--- src/rtl/uart_tx_arbiter_pkg.sv ---
// Shared types and defaults for the UART transmit arbiter.
// No logic; constants, FSM state encoding and an index-width helper.
// Imported by the arbiter interface, the round-robin picker and the top.
package uart_pkg;

    localparam int UART_ARB_N_REQ        = 4;
    localparam int UART_ARB_BUSY_TIMEOUT = 16;

    typedef enum logic [1:0] {
        S_IDLE      = 2'd0,
        S_START     = 2'd1,
        S_WAIT_BUSY = 2'd2,
        S_WAIT_DONE = 2'd3
    } uart_arb_state_t;

    // Width of a requester index; never narrower than one bit.
    function automatic int idx_w(input int n);
        return (n > 2) ? $clog2(n) : 1;
    endfunction

endpackage

--- src/rtl/uart_tx_arbiter_if.sv ---
// Bundle of requester lanes plus the transmitter-facing signals.
// slave  : arbiter side (takes requests, drives the transmitter).
// master : requester/transmitter side.
interface uart_tx_arbiter_if
    import uart_pkg::*;
#(
    parameter int N_REQ = UART_ARB_N_REQ
) ();

    logic [N_REQ-1:0]          req_valid;
    logic [8*N_REQ-1:0]        req_data;
    logic [N_REQ-1:0]          req_last;
    logic [N_REQ-1:0]          req_ready;
    logic [7:0]                tx_data;
    logic                      tx_start;
    logic                      tx_busy;
    logic [idx_w(N_REQ)-1:0]   grant_id;
    logic                      locked;
    logic                      err_timeout;

    modport slave (
        input  req_valid, req_data, req_last, tx_busy,
        output req_ready, tx_data, tx_start, grant_id, locked, err_timeout
    );

    modport master (
        output req_valid, req_data, req_last, tx_busy,
        input  req_ready, tx_data, tx_start, grant_id, locked, err_timeout
    );

endinterface

--- src/rtl/uart_tx_arbiter_rr_arbiter.sv ---
// Round-robin picker: first set request bit at or above i_ptr, wrapping.
// Latency: purely combinational.
// Backpressure: none; the caller qualifies the grant with its own state.
// Ports: i_req request vector, i_ptr scan start, o_gnt one-hot grant,
//        o_idx encoded grant, o_any at least one request present.
module rr_arbiter #(
    parameter int N = 4,
    parameter int W = 2
) (
    input  logic [N-1:0] i_req,
    input  logic [W-1:0] i_ptr,
    output logic [N-1:0] o_gnt,
    output logic [W-1:0] o_idx,
    output logic         o_any
);

    // One extra bit so ptr+i cannot overflow before the wrap subtraction.
    logic [W:0] w_pos;

    always_comb begin
        o_gnt = '0;
        o_idx = '0;
        o_any = 1'b0;
        w_pos = '0;
        for (int i = 0; i < N; i++) begin
            w_pos = {1'b0, i_ptr} + (W+1)'(i);
            if (w_pos >= (W+1)'(N)) begin
                w_pos = w_pos - (W+1)'(N);
            end
            if (!o_any && i_req[w_pos[W-1:0]]) begin
                o_any               = 1'b1;
                o_gnt[w_pos[W-1:0]] = 1'b1;
                o_idx               = w_pos[W-1:0];
            end
        end
    end

endmodule

--- src/rtl/uart_tx_arbiter.sv ---
// Shares one UART transmitter among N_REQ byte streams, round-robin per packet.
// Latency: accept at T, tx_start at T+1, first busy check at T+2.
// Backpressure: req_ready only in IDLE with tx_busy low; lock holds the grant.
// Ports: clk, rst_n (async active-low); arb.slave carries requester lanes
//        (valid/data/last/ready), transmitter start/data/busy, and status
//        grant_id, locked, err_timeout (one-cycle watchdog abort pulse).
module uart_tx_arbiter
    import uart_pkg::*;
#(
    parameter int N_REQ        = UART_ARB_N_REQ,
    parameter int BUSY_TIMEOUT = UART_ARB_BUSY_TIMEOUT
) (
    input  logic             clk,
    input  logic             rst_n,
    uart_tx_arbiter_if.slave arb
);

    localparam int GW = idx_w(N_REQ);
    localparam int CW = $clog2(BUSY_TIMEOUT + 1);

    uart_arb_state_t r_state;
    uart_arb_state_t w_state_nxt;

    logic [7:0]       r_tx_data;
    logic [GW-1:0]    r_grant_id;
    logic [GW-1:0]    r_rr_ptr;
    logic             r_locked;
    logic [CW-1:0]    r_wd_cnt;

    logic [N_REQ-1:0] w_rr_gnt;
    logic [GW-1:0]    w_rr_idx;
    logic             w_rr_any;

    logic             w_cand_vld;
    logic [GW-1:0]    w_cand_idx;
    logic [7:0]       w_cand_data;
    logic             w_cand_last;
    logic             w_accept;
    logic             w_abort;
    logic             w_done;
    logic [N_REQ-1:0] w_ready;
    logic [GW-1:0]    w_ptr_nxt;

    rr_arbiter #(
        .N (N_REQ),
        .W (GW)
    ) u_rr (
        .i_req (arb.req_valid),
        .i_ptr (r_rr_ptr),
        .o_gnt (w_rr_gnt),
        .o_idx (w_rr_idx),
        .o_any (w_rr_any)
    );

    // While a packet is in progress only the owner may be served; the
    // round-robin result is ignored even if other lanes are waiting.
    always_comb begin
        w_cand_idx  = w_rr_idx;
        w_cand_vld  = w_rr_any;
        if (r_locked) begin
            w_cand_idx = r_grant_id;
            w_cand_vld = arb.req_valid[r_grant_id];
        end
        w_cand_data = '0;
        w_cand_last = 1'b0;
        for (int i = 0; i < N_REQ; i++) begin
            if (w_cand_idx == GW'(i)) begin
                w_cand_data = arb.req_data[8*i +: 8];
                w_cand_last = arb.req_last[i];
            end
        end
    end

    // rst_n gates the combinational strobe so nothing looks accepted while
    // the block is held in reset.
    assign w_accept = rst_n && (r_state == S_IDLE) && !arb.tx_busy && w_cand_vld;

    always_comb begin
        w_ready = '0;
        if (w_accept) begin
            if (r_locked) begin
                w_ready[r_grant_id] = 1'b1;
            end else begin
                w_ready = w_rr_gnt;
            end
        end
    end

    assign w_ptr_nxt = (r_grant_id == GW'(N_REQ - 1)) ? '0 : r_grant_id + 1'b1;

    always_comb begin
        w_state_nxt = r_state;
        w_abort     = 1'b0;
        w_done      = 1'b0;
        case (r_state)
            S_IDLE: begin
                if (w_accept) begin
                    w_state_nxt = S_START;
                end
            end
            S_START: begin
                w_state_nxt = S_WAIT_BUSY;
            end
            S_WAIT_BUSY: begin
                // A late busy on the timeout cycle still counts as success.
                if (arb.tx_busy) begin
                    w_state_nxt = S_WAIT_DONE;
                end else if (r_wd_cnt == CW'(BUSY_TIMEOUT)) begin
                    w_state_nxt = S_IDLE;
                    w_abort     = 1'b1;
                end
            end
            S_WAIT_DONE: begin
                if (!arb.tx_busy) begin
                    w_state_nxt = S_IDLE;
                    w_done      = 1'b1;
                end
            end
            default: begin
                w_state_nxt = S_IDLE;
            end
        endcase
    end

    always_ff @(posedge clk or negedge rst_n) begin
        if (!rst_n) begin
            r_state <= S_IDLE;
        end else begin
            r_state <= w_state_nxt;
        end
    end

    always_ff @(posedge clk or negedge rst_n) begin
        if (!rst_n) begin
            r_tx_data  <= '0;
            r_grant_id <= '0;
            r_rr_ptr   <= '0;
            r_locked   <= 1'b0;
            r_wd_cnt   <= '0;
        end else begin
            if (w_accept) begin
                r_tx_data  <= w_cand_data;
                r_grant_id <= w_cand_idx;
                r_locked   <= ~w_cand_last;
            end

            if (r_state == S_START) begin
                r_wd_cnt <= '0;
            end else if (r_state == S_WAIT_BUSY) begin
                r_wd_cnt <= r_wd_cnt + 1'b1;
            end

            // Pointer moves only at packet boundaries (normal end or abort).
            if (w_abort) begin
                r_locked <= 1'b0;
                r_rr_ptr <= w_ptr_nxt;
            end else if (w_done && !r_locked) begin
                r_rr_ptr <= w_ptr_nxt;
            end
        end
    end

    assign arb.req_ready   = w_ready;
    assign arb.tx_data     = r_tx_data;
    assign arb.tx_start    = (r_state == S_START);
    assign arb.grant_id    = r_grant_id;
    assign arb.locked      = r_locked;
    assign arb.err_timeout = w_abort;

endmodule
--- src/flat_wrapper.sv ---
// flat-port wrapper written by rule: the top's interface ports become plain ports
module uart_tx_arbiter_flat import uart_pkg::*;
#(
    parameter int N_REQ        = UART_ARB_N_REQ,
    parameter int BUSY_TIMEOUT = UART_ARB_BUSY_TIMEOUT
)
  (clk, rst_n, arb_req_valid, arb_req_data, arb_req_last, arb_tx_busy, arb_req_ready, arb_tx_data, arb_tx_start, arb_grant_id, arb_locked, arb_err_timeout);
  uart_tx_arbiter_if #(.N_REQ(N_REQ)) arb_i ();
  input  logic clk;
  input  logic rst_n;
  input wire logic [$bits(arb_i.req_valid)-1:0] arb_req_valid;
  input wire logic [$bits(arb_i.req_data)-1:0] arb_req_data;
  input wire logic [$bits(arb_i.req_last)-1:0] arb_req_last;
  input wire logic [$bits(arb_i.tx_busy)-1:0] arb_tx_busy;
  output wire logic [$bits(arb_i.req_ready)-1:0] arb_req_ready;
  output wire logic [$bits(arb_i.tx_data)-1:0] arb_tx_data;
  output wire logic [$bits(arb_i.tx_start)-1:0] arb_tx_start;
  output wire logic [$bits(arb_i.grant_id)-1:0] arb_grant_id;
  output wire logic [$bits(arb_i.locked)-1:0] arb_locked;
  output wire logic [$bits(arb_i.err_timeout)-1:0] arb_err_timeout;
  assign arb_i.req_valid = arb_req_valid;
  assign arb_i.req_data = arb_req_data;
  assign arb_i.req_last = arb_req_last;
  assign arb_i.tx_busy = arb_tx_busy;
  assign arb_req_ready = arb_i.req_ready;
  assign arb_tx_data = arb_i.tx_data;
  assign arb_tx_start = arb_i.tx_start;
  assign arb_grant_id = arb_i.grant_id;
  assign arb_locked = arb_i.locked;
  assign arb_err_timeout = arb_i.err_timeout;
  uart_tx_arbiter #(.N_REQ(N_REQ), .BUSY_TIMEOUT(BUSY_TIMEOUT)) u_core (.clk(clk), .rst_n(rst_n), .arb(arb_i));
endmodule
--- config.mk ---
export PLATFORM = sky130hd
export DESIGN_NAME = uart_tx_arbiter_flat
export DESIGN_NICKNAME = d
export VERILOG_FILES = /design/src/rtl/uart_tx_arbiter_pkg.sv /design/src/rtl/uart_tx_arbiter_if.sv /design/src/rtl/uart_tx_arbiter_rr_arbiter.sv /design/src/rtl/uart_tx_arbiter.sv /design/src/flat_wrapper.sv
export SDC_FILE = /design/constraint.sdc
export NUM_CORES = 1
export LEC_CHECK = 0
export CORE_UTILIZATION = 53
export DETAILED_ROUTE_END_ITERATION = 7
export PLACE_DENSITY = 0.95
export SLEW_MARGIN = 20
export SYNTH_ARGS = -nofsm -noshare
export SYNTH_HDL_FRONTEND = slang
export SYNTH_SLANG_ARGS = --single-unit
--- constraint.sdc ---
create_clock -name clk -period 5.19 [get_ports clk]
set_input_delay 1.2975 -clock clk [delete_from_list [all_inputs] [get_ports clk]]
set_output_delay 1.2975 -clock clk [all_outputs]
set_load 0.05 [all_outputs]
# Yosys cells after proc, flatten, opt, wreduce, memory -nomap -nowiden

Index checks and enable logic that the tools add are counted.

Bits in registers: 20
Bits of input ports: 43
Output and inout port bits: 17
Logic and storage cells: 132

Add/sub/neg operators: 9
Magnitude comparators: 14
Eq/ne operators: 11
Multiplexer cells: 65
Bitwise operators: 4
Reductions and logical operators: 23

Operators with widths:

| operator                                                                            | number |
|---|---|
| 2-bit 2-to-1 mux                                                                    | 16 |
| 8-bit 2-to-1 mux                                                                    | 4 |
| 1-bit 2-to-1 mux                                                                    | 26 |
| 4-bit 2-to-1 mux                                                                    | 6 |
| 2-bit by 3-bit less-than comparator with 1-bit output, second input constant        | 5 |
| 1-bit logical AND                                                                   | 12 |
| 4-bit bitwise OR                                                                    | 3 |
| 1-bit binary-select mux with 2-bit select                                           | 5 |
| 1-bit demux with 2-bit select                                                       | 5 |
| 2-bit equality test, second input constant                                          | 5 |
| 2-bit by 1-bit greater-or-equal comparator with 1-bit output, second input constant | 5 |
| 5-bit 2-to-1 mux                                                                    | 2 |
| 3-bit greater-or-equal comparator, second input constant                            | 3 |
| 2-bit one-hot mux with 4 select lines                                               | 1 |
| 2-bit by 1-bit subtractor with 2-bit output, second input constant                  | 4 |
| 2-bit by 2-bit adder with 3-bit output, second input constant                       | 2 |
| 2-bit nonzero test                                                                  | 3 |
| 5-bit by 1-bit adder with 5-bit output, second input constant                       | 1 |
| 5-bit equality test, second input constant                                          | 1 |
| 1-bit zero test                                                                     | 5 |
| 2-bit by 1-bit equality test with 1-bit output, second input constant               | 2 |
| 2-bit zero test                                                                     | 2 |
| 2-bit by 1-bit adder with 3-bit output, second input constant                       | 1 |
| 2-bit by 3-bit greater-or-equal comparator with 1-bit output, second input constant | 1 |
| other kinds (6)                                                                     | 6 |

# Logic depth before layout (Yosys ltp)

Depth after elaboration: 23
Gate-level depth with buffers: 12
Mapped depth without buffers: 8

# Hierarchy

A second synthesis with hierarchy kept.

Cells, all modules: 164
Area total of the unflattened synthesis: 1811.7 um2

By module, submodules not included:

| module          | instances | cells each | area an instance (um2) | sequential area each (um2) |
|---|---|---|---|---|
| uart_tx_arbiter | 1         | 119        | 1390.1                 | 500.5 |
| rr_arbiter      | 1         | 45         | 421.7                  | 0.0 |

# Worst setup path after synthesis

No wires, ideal clock.

Kind: input -> output
From: input port arb_req_valid[2]
To: output port arb_req_ready[0]
Arrival: 3722 ps
Required time: 3893 ps
Slack: 171 ps
Cell stages on the path: 6
Path buffers: 1
Cell sequence: buf_2 mux4_2 nor3_2 and2_1 a221oi_1 a211oi_1

Cells in the longest elaborated chain, start to end: 15
Elaborated cells on any way between the ends: 31
Classes of those cells: mux: 21; bitwise: 3; reduce/logical: 7

RTL lines:

| element                                   | RTL line                         | source |
|---|---|---|
| from (decl)                               | flat_wrapper.sv:11               | `input wire logic [$bits(arb_i.req_valid)-1:0] arb_req_valid;` |
| 1-bit binary-select mux with 2-bit select | uart_tx_arbiter_rr_arbiter.sv:30 | `if (!o_any && i_req[w_pos[W-1:0]]) begin` |
| 1-bit 2-to-1 mux (not written as such)    | uart_tx_arbiter_rr_arbiter.sv:30 |  |
| 1-bit 2-to-1 mux                          | uart_tx_arbiter_rr_arbiter.sv:30 |  |
| 1-bit zero test                           | uart_tx_arbiter_rr_arbiter.sv:30 |  |
| 1-bit logical AND                         | uart_tx_arbiter_rr_arbiter.sv:30 |  |
| 1-bit 2-to-1 mux                          | uart_tx_arbiter_rr_arbiter.sv:30 |  |
| 1-bit zero test                           | uart_tx_arbiter_rr_arbiter.sv:30 |  |
| 1-bit logical AND                         | uart_tx_arbiter_rr_arbiter.sv:30 |  |
| 1-bit 2-to-1 mux                          | uart_tx_arbiter_rr_arbiter.sv:30 |  |
| 1-bit zero test                           | uart_tx_arbiter_rr_arbiter.sv:30 |  |
| 1-bit logical AND                         | uart_tx_arbiter_rr_arbiter.sv:30 |  |
| 1-bit 2-to-1 mux                          | uart_tx_arbiter_rr_arbiter.sv:30 |  |
| 1-bit 2-to-1 mux                          | uart_tx_arbiter.sv:60            | `if (r_locked) begin` |
| 1-bit logical AND                         | uart_tx_arbiter.sv:76            | `assign w_accept = rst_n && (r_state == S_IDLE) && !arb.tx_busy && w_cand_vld;` |
| 4-bit 2-to-1 mux (*)                      | uart_tx_arbiter.sv:80            | `if (w_accept) begin` |
| to (decl)                                 | flat_wrapper.sv:15               | `output wire logic [$bits(arb_i.req_ready)-1:0] arb_req_ready;` |

Mark *: on every way between the ends. The rest lies on a longest branch, timed or not. The select of a mux whose other input is x is not followed.

# Final worst setup path

From: input port arb_req_valid[0]
To: output port arb_req_ready[1]

Same word-level chain as after synthesis.

==> results by group <==
Status
  • Status: completed

Logic synthesis
  • Distinct cells, synth: slightly below 60
  • EDFF count, synth: 0
  • Yosys Warn Count: 0
  • Syn Nets: 285
  • Register area share after synthesis: between 20% and 30%
  • Mapped Cells: 223
  • Synthesized area per cell: 9.68 sq um
  • Synth Cell Area: 2160 sq um
  • Number of synthesized register bits: 20
  • Ys flop type: dfrtp_1
  • FFs w/ async S/R, synth: 100%

Timing
  • Final WS setup: between 0.1 and 0.15 ns
  • Fin. Hold Viols: 0
  • Fin Clk Skew: around 0.0046 ns
  • Total Negative Setup Slacks: 0 ns
  • Peak Freq: 198 MHz
  • Final period util: 97.3%
  • RSZ-0062 raised after global routing: no
  • Final Setup Violations: 0
  • Least-Margin Pin Slew: ~0.85 ns
  • Final min period: a little over 5 ns
  • Worst slew margin: 43.6%
  • Slew Limit Fails: 0

CTS
  • Clock Path Buffers: 2
  • Clk sink count: 20
  • # resized after CTS: 0
  • CTS hold repair buffers: 0
  • Num CTS Buffers: 3
  • CTS tree: yes
  • CTS root buf: clkbuf_8
  • Worst-path clk slew: 0.08 ns
  • Number of setup buffers added after CTS: 0
  • Clk_lat worst skew: 0.27 ns
  • H-tree lvl count: 1

Global route
  • Initial antenna violation count: 0
  • Grt ovf: 0
  • GRT Util Overall: 28.5%
  • First-pass GRT wire length: 9.45 mm
  • Number of global-route vias before repair: 1972
  • Largest net degree at the start of global routing: 25

Layout
  • Net count, final: 336
  • Utilization after layout: between 70% and 80%
  • Most frequent cells in the layout: 55 x clkdlybuf4s50_1, 20 x dfrtp_1, 19 x ha_1
  • Layout cells sized above 1: 12.8%
  • Antenna cell count: 0
  • Fin area: 2780 sq um
  • Layout area overhead: 28.6%
  • Commonest non-fill, non-tap cell in the layout: clkdlybuf4s50_1

Worst setup path
  • Cell Chain, Critical Path: clkdlybuf4s50_1 -> mux4_2 -> nor3_2 -> and2_1 -> a221oi_1 -> a211oi_1 -> buf_4
  • FF-to-FF setup slack: 1.58 ns
  • Startpoint Class: primary input
  • CP max FO: 11
  • Req. time, crit path: 3.89 ns
  • CP peak stage delay: between 0.6 and 0.7 ns
  • WP data arrival: roughly 3.8 ns
  • CP Class: in -> out
  • Critical Path Sink Type: output port
  • Crit-path slowest cell: mux4_2

Pwr
  • Pwr Total: 1.86 mW
  • Worst VDD drop: ~0.00036 V
  • Lkg Pwr: around 1.2 nW
  • Pwr Density: 668 nW/um^2

Route
  • Vias/cell: 6.31
  • DR vias: between 2000 and 2500
  • WL/cell: 17.8 um
  • Routed wire length: 5.70 mm
  • Antenna Nets Post-Route: 0
  • Residual DRC count: 0
  • Initial drt markers: 123
  • TritonRoute pass-1 iters: 4

Placed design
  • DP Worst Slack: 0.215 ns
  • IO buf count: 59
  • GP Congestion: 0.894
  • Placed cell areas: between 2000 and 3000 sq um
  • Hpwl dp: ~4.2 mm

Floorplanning
  • Row cnt: 22
  • Ports: 60
  • Core area: roughly 3800 sq um
  • Die ar.: 4330 sq um
  • Starting Density: 57.3%
  • DIE HEIGHT: 65.8 um
  • Die width: 65.8 um

Hold path
  • Worst Hold Class: reg -> reg

Job
  • Max-Cap Viols: 0
kinds of logic after synthesis:
| kind of cell | Yosys count | synth area share [%] |
|---|---|---|
| buf+inv | 33 | 8.34 |
| flops | 20 | 23.2 |
| simple gates | 56 | 14.5 |
| mux | 25 | 15.3 |
| compound gates | 70 | 27.7 |
| fa+ha+maj | 19 | 11.0 |
cell usage after synthesis, types with 2 or more instances:
cell,n,area (sq um)
mux2_2,4,45.0
a22oi_1,5,37.5
mux2i_1,15,150
nand3_1,2,10.0
and3_1,2,12.5
o211a_1,7,70.1
nand2b_1,2,12.5
o22ai_1,7,43.8
o31ai_1,2,15.0
a221oi_1,7,61.3
buf_2,6,30.0
mux4_1,2,52.6
o21ai_0,8,40.0
a211oi_1,4,30.0
dfrtp_1,20,500
nand2_1,15,56.3
nand3b_1,2,15.0
o21a_1,3,22.5
ha_1,19,238
buf_6,5,56.3
nor3b_1,2,15.0
a31oi_1,2,12.5
nor2_1,13,48.8
a21oi_1,6,30.0
mux4_2,3,67.6
clkbuf_1,4,15.0
inv_1,17,63.8
and2_1,2,12.5
a221oi_2,6,90.1
nor2b_1,3,18.8
metal layers:
metal / vias to the layer above / wire [um] / global-route usage, %
met2: 76 / 2940 / 48.3
met5: - / 0 / 0
met4: 0 / 109 / 10.6
met3: 11 / 266 / 3.62
li1: 946 / - / -
met1: 991 / 2390 / 36.7
path summary, 6_finish.rpt:
check,start,endpoint,cells after the start
max in group asynchronous,rst_n,u_core.arb.locked$_DFFE_PN0P_,2
hold reg to reg,u_core.r_wd_cnt[4]$_DFFE_PN0P_,u_core.r_wd_cnt[4]$_DFFE_PN0P_,1
hold / removal,u_core.r_wd_cnt[4]$_DFFE_PN0P_,u_core.r_wd_cnt[4]$_DFFE_PN0P_,1
min in group asynchronous,rst_n,u_core.r_wd_cnt[3]$_DFFE_PN0P_,2
setup reg to reg,u_core.r_rr_ptr[1]$_DFFE_PN0P_,u_core.arb.tx_data[3]$_DFFE_PN0P_,9
setup / recovery,arb_req_valid[0],arb_req_ready[1],7
final cells by class:
cell class,instances,area [sq um]
Tap cell,48,60.1
Sequential cell,20,500
Clock buffer,3,41.3
Multi-Input combinational cell,170,1480
Fill cell,263,993
Inverter,17,63.8
Timing Repair Buffer,62,603
Clock inverter,1,30.0
power breakdown:
group | leakage (nW) | switching (mW) | internal [mW]
Clock | 0.0357 | 0.0552 | 0.103
Sequential | 0.238 | 0.107 | 0.236
Combinational | 0.950 | 0.785 | 0.571
Total | 1.22 | 0.947 | 0.909
through the flow:
stage,instances,hold WS (ns)
global route,321,0.529
CTS,321,0.492
finish,321,0.495
global placement,317,0.473
floorplan,223,0.445
detailed placement,317,0.473
state kept, by name (all words and copies together) (netlist names):
signal and cells:
u_core.arb.tx_data 8, u_core.r_rr_ptr 2, u_core.arb.grant_id 2, u_core.r_wd_cnt 5, u_core.arb.locked 1, u_core.r_state 2
critical path: cells and delay by family:
kind	cells	cell delay (ns)
AO/OA/AOI/OAI	2	0.40
buffers and inverters	2	0.83
multiplexers	1	0.67
AND/OR/NAND/NOR	2	0.54
No activity file was read; power rests on OpenSTA's default activity.
